===== config.mk =====
export PLATFORM = sky130hd
export DESIGN_NAME = ctrl_decode_stage_flat
export DESIGN_NICKNAME = d
export VERILOG_FILES = /design/src/rtl/ctrl_decode_stage_pkg.sv /design/src/rtl/ctrl_decode_stage_if.sv /design/src/rtl/ctrl_decode_stage_comb.sv /design/src/rtl/ctrl_decode_stage.sv /design/src/flat_wrapper.sv
export SDC_FILE = /design/constraint.sdc
export NUM_CORES = 1
export LEC_CHECK = 0
export BUFFER_PORTS_ARGS = -buffer_cell sky130_fd_sc_hd__buf_2
export CAP_MARGIN = 30
export CORE_MARGIN = 1
export CORE_UTILIZATION = 49
export DETAILED_ROUTE_END_ITERATION = 12
export PLACE_DENSITY = 0.84
export SYNTH_ARGS = -nofsm -noshare
export SYNTH_HDL_FRONTEND = slang
export SYNTH_SLANG_ARGS = --single-unit

===== constraint.sdc =====
create_clock -name clk_i -period 4.8 [get_ports clk_i]
set_clock_uncertainty 0.1 [all_clocks]
set_input_delay 0.24 -clock clk_i [delete_from_list [all_inputs] [get_ports clk_i]]
set_output_delay 0.24 -clock clk_i [all_outputs]
set_load 0.005 [all_outputs]

===== src/rtl/ctrl_decode_stage_pkg.sv =====
// ctrl_pkg: shared definitions for the ID-stage control decoder.
//   - opcode / funct constants for the supported instruction set
//   - ALU_OP, MEM_TO_REG and BRANCH_TYPE encodings
//   - ctrl_bundle_t: the control fields carried in the ID/EX register
package ctrl_pkg;

  localparam logic [5:0] OP_RTYPE = 6'd0;
  localparam logic [5:0] OP_J     = 6'd2;
  localparam logic [5:0] OP_JAL   = 6'd3;
  localparam logic [5:0] OP_BEQ   = 6'd4;
  localparam logic [5:0] OP_BNE   = 6'd5;
  localparam logic [5:0] OP_BLT   = 6'd6;
  localparam logic [5:0] OP_BLE   = 6'd7;
  localparam logic [5:0] OP_ADDI  = 6'd8;
  localparam logic [5:0] OP_ORI   = 6'd13;
  localparam logic [5:0] OP_LI    = 6'd15;
  localparam logic [5:0] OP_LW    = 6'd35;
  localparam logic [5:0] OP_SW    = 6'd43;

  localparam logic [5:0] FUNCT_JR = 6'd8;

  typedef enum logic [2:0] {
    ALU_RTYPE  = 3'b000,
    ALU_BRANCH = 3'b001,
    ALU_BNE    = 3'b010,
    ALU_ADD    = 3'b011,
    ALU_OR     = 3'b101,
    ALU_LI     = 3'b110
  } alu_op_e;

  typedef enum logic [1:0] {
    M2R_ALU = 2'b00,
    M2R_MEM = 2'b01,
    M2R_IMM = 2'b10,
    M2R_PC4 = 2'b11
  } mem_to_reg_e;

  typedef enum logic [1:0] {
    BR_BEQ = 2'b00,
    BR_BLE = 2'b01,
    BR_BLT = 2'b10,
    BR_BNE = 2'b11
  } branch_type_e;

  typedef struct packed {
    logic         branch;
    logic         jump;
    logic         jr;
    logic         mem_read;
    logic         mem_write;
    logic         alu_src;
    logic         reg_write;
    branch_type_e branch_type;
    mem_to_reg_e  mem_to_reg;
    alu_op_e      alu_op;
    logic         illegal;
  } ctrl_bundle_t;

  // All-zero bundle; every enum field has a zero-valued member.
  localparam ctrl_bundle_t CTRL_BUBBLE = '0;

endpackage


===== src/rtl/ctrl_decode_stage_if.sv =====
// ctrl_decode_stage_if: IF/ID-side inputs and ID/EX control outputs of the
// decode stage.
//   master: the surrounding pipeline (drives instr/valid/flush, observes outputs)
//   slave : the decode stage itself
interface ctrl_decode_stage_if #(
  parameter int ALU_OP_W   = 3,
  parameter int REG_ADDR_W = 5
);
  logic [31:0]           instr_i;
  logic                  valid_i;
  logic                  flush_i;
  logic                  stall_o;
  logic                  ex_valid_o;
  logic                  ex_branch_o;
  logic                  ex_jump_o;
  logic                  ex_jr_o;
  logic                  ex_mem_read_o;
  logic                  ex_mem_write_o;
  logic                  ex_alu_src_o;
  logic                  ex_reg_write_o;
  logic [1:0]            ex_branch_type_o;
  logic [1:0]            ex_mem_to_reg_o;
  logic [ALU_OP_W-1:0]   ex_alu_op_o;
  logic [REG_ADDR_W-1:0] ex_dst_o;
  logic                  ex_illegal_o;

  modport master (
    output instr_i, valid_i, flush_i,
    input  stall_o, ex_valid_o, ex_branch_o, ex_jump_o, ex_jr_o,
           ex_mem_read_o, ex_mem_write_o, ex_alu_src_o, ex_reg_write_o,
           ex_branch_type_o, ex_mem_to_reg_o, ex_alu_op_o, ex_dst_o,
           ex_illegal_o
  );

  modport slave (
    input  instr_i, valid_i, flush_i,
    output stall_o, ex_valid_o, ex_branch_o, ex_jump_o, ex_jr_o,
           ex_mem_read_o, ex_mem_write_o, ex_alu_src_o, ex_reg_write_o,
           ex_branch_type_o, ex_mem_to_reg_o, ex_alu_op_o, ex_dst_o,
           ex_illegal_o
  );
endinterface


===== src/rtl/ctrl_decode_stage_comb.sv =====
// ctrl_decode_comb: purely combinational opcode/funct decoder.
//   opcode  in  6  instr[31:26]
//   funct   in  6  instr[5:0]
//   ctrl    out    decoded control bundle
//   use_rs  out 1  instruction reads rs
//   use_rt  out 1  instruction reads rt
module ctrl_decode_comb
  import ctrl_pkg::*;
(
  input  logic [5:0]   opcode,
  input  logic [5:0]   funct,
  output ctrl_bundle_t ctrl,
  output logic         use_rs,
  output logic         use_rt
);

  // Unknown opcodes only raise illegal; the top still marks them valid.
  always_comb begin
    ctrl   = CTRL_BUBBLE;
    use_rs = 1'b0;
    use_rt = 1'b0;
    case (opcode)
      OP_RTYPE: begin
        use_rs = 1'b1;
        use_rt = 1'b1;
        ctrl.alu_op = ALU_RTYPE;
        if (funct == FUNCT_JR) begin
          ctrl.jump = 1'b1;
          ctrl.jr   = 1'b1;
        end else begin
          ctrl.reg_write = 1'b1;
        end
      end
      OP_J: begin
        ctrl.jump = 1'b1;
      end
      OP_JAL: begin
        ctrl.jump       = 1'b1;
        ctrl.reg_write  = 1'b1;
        ctrl.mem_to_reg = M2R_PC4;
      end
      OP_BEQ, OP_BNE, OP_BLT, OP_BLE: begin
        use_rs      = 1'b1;
        use_rt      = 1'b1;
        ctrl.branch = 1'b1;
        ctrl.alu_op = (opcode == OP_BNE) ? ALU_BNE : ALU_BRANCH;
        case (opcode)
          OP_BNE:  ctrl.branch_type = BR_BNE;
          OP_BLT:  ctrl.branch_type = BR_BLT;
          OP_BLE:  ctrl.branch_type = BR_BLE;
          default: ctrl.branch_type = BR_BEQ;
        endcase
      end
      OP_ADDI, OP_ORI: begin
        use_rs         = 1'b1;
        ctrl.alu_src   = 1'b1;
        ctrl.reg_write = 1'b1;
        ctrl.alu_op    = (opcode == OP_ORI) ? ALU_OR : ALU_ADD;
      end
      OP_LI: begin
        ctrl.reg_write  = 1'b1;
        ctrl.mem_to_reg = M2R_IMM;
        ctrl.alu_op     = ALU_LI;
      end
      OP_LW: begin
        use_rs          = 1'b1;
        ctrl.mem_read   = 1'b1;
        ctrl.alu_src    = 1'b1;
        ctrl.reg_write  = 1'b1;
        ctrl.mem_to_reg = M2R_MEM;
        ctrl.alu_op     = ALU_ADD;
      end
      OP_SW: begin
        use_rs         = 1'b1;
        use_rt         = 1'b1;
        ctrl.mem_write = 1'b1;
        ctrl.alu_src   = 1'b1;
        ctrl.alu_op    = ALU_ADD;
      end
      default: begin
        ctrl.illegal = 1'b1;
      end
    endcase
  end

endmodule


===== src/rtl/ctrl_decode_stage.sv =====
// ctrl_decode_stage: registered ID stage control.
//   clk_i  in   clock, rising edge
//   rst_i  in   synchronous active-high reset
//   bus    slave port of ctrl_decode_stage_if (IF/ID inputs, stall_o, ex_*)
// Decodes the IF/ID instruction, resolves the destination register, detects
// load-use hazards and holds the ID/EX control register.
module ctrl_decode_stage
  import ctrl_pkg::*;
#(
  parameter int ALU_OP_W   = 3,
  parameter int REG_ADDR_W = 5,
  parameter int LINK_REG   = 31
) (
  input logic                clk_i,
  input logic                rst_i,
  ctrl_decode_stage_if.slave bus
);

  ctrl_bundle_t          dec_ctrl;
  logic                  use_rs;
  logic                  use_rt;
  logic [REG_ADDR_W-1:0] rs;
  logic [REG_ADDR_W-1:0] rt;
  logic [REG_ADDR_W-1:0] rd;
  logic [REG_ADDR_W-1:0] dst;
  logic                  load_use;
  logic                  unused_shamt;

  ctrl_bundle_t          ex_ctrl;
  logic                  ex_valid;
  logic [REG_ADDR_W-1:0] ex_dst;
  logic [2:0]            ex_alu_op_raw;

  ctrl_decode_comb u_decode (
    .opcode (bus.instr_i[31:26]),
    .funct  (bus.instr_i[5:0]),
    .ctrl   (dec_ctrl),
    .use_rs (use_rs),
    .use_rt (use_rt)
  );

  assign rs = REG_ADDR_W'(bus.instr_i[25:21]);
  assign rt = REG_ADDR_W'(bus.instr_i[20:16]);
  assign rd = REG_ADDR_W'(bus.instr_i[15:11]);
  assign unused_shamt = ^bus.instr_i[10:6];

  // Destination: rd for R-type, link register for JAL, rt for everything else.
  always_comb begin
    dst = rt;
    if (bus.instr_i[31:26] == OP_RTYPE) begin
      dst = rd;
    end else if (bus.instr_i[31:26] == OP_JAL) begin
      dst = REG_ADDR_W'(LINK_REG);
    end
  end

  // Load-use: the load in EX writes a register the ID instruction reads.
  // Only current ID/EX state and IF/ID inputs feed this, so there is no loop
  // through stall_o. A flushed ID instruction never stalls.
  assign load_use = ex_valid && ex_ctrl.mem_read && (ex_dst != '0) &&
                    ((use_rs && (rs == ex_dst)) || (use_rt && (rt == ex_dst))) &&
                    bus.valid_i && !bus.flush_i;

  assign bus.stall_o = load_use && !rst_i;

  // ID/EX register: reset beats flush beats stall; a bubble is all zeros.
  always_ff @(posedge clk_i) begin
    if (rst_i) begin
      ex_valid <= 1'b0;
      ex_ctrl  <= CTRL_BUBBLE;
      ex_dst   <= '0;
    end else if (bus.flush_i || !bus.valid_i || load_use) begin
      ex_valid <= 1'b0;
      ex_ctrl  <= CTRL_BUBBLE;
      ex_dst   <= '0;
    end else begin
      ex_valid <= 1'b1;
      ex_ctrl  <= dec_ctrl;
      ex_dst   <= dec_ctrl.illegal ? '0 : dst;
    end
  end

  assign ex_alu_op_raw        = ex_ctrl.alu_op;
  assign bus.ex_valid_o       = ex_valid;
  assign bus.ex_branch_o      = ex_ctrl.branch;
  assign bus.ex_jump_o        = ex_ctrl.jump;
  assign bus.ex_jr_o          = ex_ctrl.jr;
  assign bus.ex_mem_read_o    = ex_ctrl.mem_read;
  assign bus.ex_mem_write_o   = ex_ctrl.mem_write;
  assign bus.ex_alu_src_o     = ex_ctrl.alu_src;
  assign bus.ex_reg_write_o   = ex_ctrl.reg_write;
  assign bus.ex_branch_type_o = ex_ctrl.branch_type;
  assign bus.ex_mem_to_reg_o  = ex_ctrl.mem_to_reg;
  assign bus.ex_alu_op_o      = ALU_OP_W'(ex_alu_op_raw);
  assign bus.ex_illegal_o     = ex_ctrl.illegal;
  assign bus.ex_dst_o         = ex_dst;

endmodule


===== src/flat_wrapper.sv =====
// flat-port wrapper written by rule: the top's interface ports become plain ports
module ctrl_decode_stage_flat import ctrl_pkg::*;
#(
  parameter int ALU_OP_W   = 3,
  parameter int REG_ADDR_W = 5,
  parameter int LINK_REG   = 31
)
  (clk_i, rst_i, bus_instr_i, bus_valid_i, bus_flush_i, bus_stall_o, bus_ex_valid_o, bus_ex_branch_o, bus_ex_jump_o, bus_ex_jr_o, bus_ex_mem_read_o, bus_ex_mem_write_o, bus_ex_alu_src_o, bus_ex_reg_write_o, bus_ex_branch_type_o, bus_ex_mem_to_reg_o, bus_ex_alu_op_o, bus_ex_dst_o, bus_ex_illegal_o);
  ctrl_decode_stage_if #(.ALU_OP_W(ALU_OP_W), .REG_ADDR_W(REG_ADDR_W)) bus_i ();
  input logic clk_i;
  input logic rst_i;
  input wire logic [$bits(bus_i.instr_i)-1:0] bus_instr_i;
  input wire logic [$bits(bus_i.valid_i)-1:0] bus_valid_i;
  input wire logic [$bits(bus_i.flush_i)-1:0] bus_flush_i;
  output wire logic [$bits(bus_i.stall_o)-1:0] bus_stall_o;
  output wire logic [$bits(bus_i.ex_valid_o)-1:0] bus_ex_valid_o;
  output wire logic [$bits(bus_i.ex_branch_o)-1:0] bus_ex_branch_o;
  output wire logic [$bits(bus_i.ex_jump_o)-1:0] bus_ex_jump_o;
  output wire logic [$bits(bus_i.ex_jr_o)-1:0] bus_ex_jr_o;
  output wire logic [$bits(bus_i.ex_mem_read_o)-1:0] bus_ex_mem_read_o;
  output wire logic [$bits(bus_i.ex_mem_write_o)-1:0] bus_ex_mem_write_o;
  output wire logic [$bits(bus_i.ex_alu_src_o)-1:0] bus_ex_alu_src_o;
  output wire logic [$bits(bus_i.ex_reg_write_o)-1:0] bus_ex_reg_write_o;
  output wire logic [$bits(bus_i.ex_branch_type_o)-1:0] bus_ex_branch_type_o;
  output wire logic [$bits(bus_i.ex_mem_to_reg_o)-1:0] bus_ex_mem_to_reg_o;
  output wire logic [$bits(bus_i.ex_alu_op_o)-1:0] bus_ex_alu_op_o;
  output wire logic [$bits(bus_i.ex_dst_o)-1:0] bus_ex_dst_o;
  output wire logic [$bits(bus_i.ex_illegal_o)-1:0] bus_ex_illegal_o;
  assign bus_i.instr_i = bus_instr_i;
  assign bus_i.valid_i = bus_valid_i;
  assign bus_i.flush_i = bus_flush_i;
  assign bus_stall_o = bus_i.stall_o;
  assign bus_ex_valid_o = bus_i.ex_valid_o;
  assign bus_ex_branch_o = bus_i.ex_branch_o;
  assign bus_ex_jump_o = bus_i.ex_jump_o;
  assign bus_ex_jr_o = bus_i.ex_jr_o;
  assign bus_ex_mem_read_o = bus_i.ex_mem_read_o;
  assign bus_ex_mem_write_o = bus_i.ex_mem_write_o;
  assign bus_ex_alu_src_o = bus_i.ex_alu_src_o;
  assign bus_ex_reg_write_o = bus_i.ex_reg_write_o;
  assign bus_ex_branch_type_o = bus_i.ex_branch_type_o;
  assign bus_ex_mem_to_reg_o = bus_i.ex_mem_to_reg_o;
  assign bus_ex_alu_op_o = bus_i.ex_alu_op_o;
  assign bus_ex_dst_o = bus_i.ex_dst_o;
  assign bus_ex_illegal_o = bus_i.ex_illegal_o;
  ctrl_decode_stage #(.ALU_OP_W(ALU_OP_W), .REG_ADDR_W(REG_ADDR_W), .LINK_REG(LINK_REG)) u_core (.clk_i(clk_i), .rst_i(rst_i), .bus(bus_i));
endmodule

==> summary.md <==
| Metric | Value |
|---|---|
| Tmin final | `2.48 ns` |
| Commonest non-fill, non-tap cell in the layout | `buf_2` |
| WHS | `between 0.09 and 0.1 ns` |
| CP max-delay cell | `or4_4` |
| First-pass GRT wire length | `roughly 4600 um` |
| IO Pins | `58` |
| Drt initial violations | `26` |
| Ys async rst share | `0%` |
| CTS buffer count | `3` |
| FMAX | `a little over 400 MHz` |
| Layout cells sized above 1 | `between 40% and 50%` |
| Min setup slack post-route | `between 2 and 2.5 ns` |
| CP peak stage delay | `0.56 ns` |
| CTS resizes | `0` |
| Fill count | `around 190` |
| Clock transition at path regs | `around 0.12 ns` |
| Vias per inst | `between 5 and 6` |
| IO buf count | `52` |
| Core Box Area | `~2300 um2` |
| Most frequent cells in the layout | `buf_2, dfxtp_1, xnor2_1, nor2_1, nand2_1` |
| Crit-path max FO | `4` |
| Pin count of the biggest net entering global routing | `14` |
| YS warnings | `0` |
| Post-CTS setup buffers | `0` |
| DRC viols | `0` |
| Yosys reg bits | `21` |
| GRT overflow | `0` |
| Worst hold-check path type | `input port to register` |
| GRT Util Overall | `between 20 and 25%` |
| Routed WL | `2800 um` |
| Die ar. | `between 2000 and 3000 um2` |
| Post-synth EDFFs | `0` |
| Yosys cell types | `45` |
| Clock Path Buffers | `2` |
| TNS Setup | `0 ns` |
| Run status | `finished clean` |
| Initial core utilization | `between 50% and 60%` |
| Leakage | `a little over 0.6 nW` |
| Crit path max-delay family | `simple AND/OR/NAND/NOR gates` |
| Gpl congestion | `roughly 0.87` |
| CP Capture Point | `bus_stall_o` |
| Final Power | `between 0.3 and 0.4 mW` |
| Antenna-violating nets left | `0` |
| CP Class | `register to output port` |
| Die Width | `~52 um` |
| Initial antenna violation count | `0` |
| ANT cells | `0` |
| HPWL Detailed | `between 2000 and 2500 um` |
| Worst Setup End Kind | `output port` |
| Worst reg2reg startpoint | `u_core.bus.ex_dst_o[0]$_SDFF_PP0_` |
| Synthesis-to-finish area growth | `21.8%` |
| Clock Root Buffer | `clkbuf_4` |
| CTS tree | `done` |
| CTS Sinks | `21` |
| Avg Inst Size Synth | `roughly 10 um2` |
| Post-Syn Nets | `approximately 160` |
| Final Cycle Share | `51.7%` |
| Post-Place Worst Slack | `between 2 and 2.5 ns` |
| Syn Inst Count | `122` |
| VDD IR max | `0.000169 V` |
| Slew @ Worst Pin | `0.529 ns` |
| Final Max Slew Viols | `0` |
| CP cell instances | `or4_4, o211ai_4, a2111oi_4, or2_1, nor2b_1, buf_2` |
| MaxCap Viol Count | `0` |
| Cell taking the most area after synthesis | `dfxtp_1` |
| Cells taking the most area after synthesis | `dfxtp_1, xnor2_1, o221a_2, nor4_4, clkbuf_8` |
| Final Hold Viols | `0` |
| Max H-tree Level | `1` |
| Final nets | `around 210` |
| TritonRoute pass-1 iters | `4` |
| Clk Latency, worst-skew pair | `approximately 0.31 ns` |
| Cts hold-fix bufs | `0` |
| Power Density | `roughly 210 nW/um2` |
| Mapped Area | `between 1000 and 1500 um2` |
| Crit. Startpoint | `u_core.bus.ex_dst_o[0]$_SDFF_PP0_` |
| RSZ-0062 raised after global routing | `no` |
| Top cell type's share of synthesized area | `roughly 34%` |
| Slew margin rel. | `between 60% and 70%` |
| Hold_sp | `bus_instr_i[13]` |
| WL/cell | `between 10 and 15 um` |
| Die H | `around 52 um` |
| Crit path launch type | `register` |
| Setup Viol. Count Final | `0` |
| RR Endpoint | `u_core.bus.ex_dst_o[1]$_SDFF_PP0_` |
| WP data required | `around 4.5 ns` |
| Vias in the first global route | `about 1,100` |
| Main flop type after synthesis | `dfxtp_1` |
| CP Buf/Inv Count | `1` |
| Stages on worst setup path | `6` |
| Setup slack on the worst flop-to-flop path | `2.68 ns` |
| Seq/Total Area, Yosys | `33.9%` |
| Std cell rows | `17` |
| Path depth of the worst reg2reg path | `5` |
| Via count | `about 1,100` |
| CP arrival | `~2.1 ns` |
-- layout make-up --
type | instances | area [um2] | share of cell area (%)
multi-input cells | 89 | 742 | 49.1
flip-flops and latches | 21 | 420 | 27.8
repair buffers | 53 | 272 | 18.0
well taps | 28 | 35.0 | 2.32
clock buffers | 3 | 22.5 | 1.49
inverters | 4 | 15.0 | 0.993
clock inverters | 1 | 5.00 | 0.331
-- sequential cells by signal, summed over array words and instances, names as in the netlist --
signal	count
u_core.bus.ex_dst_o	5
u_core.bus.ex_alu_op_o	3
u_core.bus.ex_branch_type_o	2
u_core.bus.ex_mem_to_reg_o	2
u_core.bus.ex_alu_src_o	1
u_core.bus.ex_branch_o	1
u_core.bus.ex_illegal_o	1
u_core.bus.ex_jr_o	1
u_core.bus.ex_jump_o	1
u_core.bus.ex_mem_read_o	1
u_core.bus.ex_mem_write_o	1
u_core.bus.ex_reg_write_o	1
u_core.bus.ex_valid_o	1
-- worst min-delay path by stage --
stage / endpoint / slack, ns / cells past startpoint
after CTS: u_core.bus.ex_dst_o[2]$_SDFF_PP0_ / 0.1 / 2
after global placement: u_core.bus.ex_dst_o[2]$_SDFF_PP0_ / 0.42 / 2
after global routing: u_core.bus.ex_dst_o[0]$_SDFF_PP0_ / 0.1 / 2
after floorplan: u_core.bus.ex_jr_o$_SDFF_PP0_ / 0.32 / 3
final: u_core.bus.ex_dst_o[2]$_SDFF_PP0_ / 0.1 / 2
after detailed placement: u_core.bus.ex_dst_o[3]$_SDFF_PP0_ / 0.42 / 2
-- cell families (layout without fill, tap and decap cells) --
| kind of cell | count (synthesis) | after routing | synth area share [%] |
|---|---|---|---|
| simple gates | 53 | 53 | 31.2 |
| compound gates | 25 | 25 | 19.9 |
| flops | 21 | 21 | 33.9 |
| buf+inv | 12 | 61 | 7.36 |
| xor+xnor | 11 | 11 | 7.76 |
-- synthesized netlist by cell type, types with 2 or more instances --
cell type  number
nor3_2          2
nand3_1         4
nor4b_1         2
o21ai_0         4
nor3_1          2
nor4_2          3
buf_6           2
nor4_4          3
dfxtp_1        21
nand2_1         7
nor2b_1         2
clkbuf_8        3
xnor2_1        11
clkbuf_1        2
o221a_2         6
a31oi_1         2
nor4_1          3
inv_1           4
nand2b_1        2
nor2_1         10
a21oi_1         2
a2111oi_2       2
-- where the power goes --
group / leakage, nW / internal [mW] / switching, mW / total (mW)
Sequential: 0.170 / 0.176 / 0.00108 / 0.177
Combinational: 0.428 / 0.0239 / 0.0310 / 0.0549
Clock: 0.0177 / 0.0311 / 0.0563 / 0.0875
-- through the flow --
stage / cell area [um2] / std cells / util, %
after global placement: 1470 / 194 / 64.1
final: 1510 / 199 / 65.8
after floorplan: 1240 / 122 / -
after CTS: 1500 / 198 / 65.3
after global routing: 1510 / 199 / 65.8
after detailed placement: 1470 / 194 / 64.1
-- layer usage --
metal	track usage [%]	share of wire (%)
met5	0	0
met4	7.46	0.61
met3	4.35	6.8
met2	38.6	52
met1	26.8	40
Note: power is estimated with default switching activity, not from simulation.
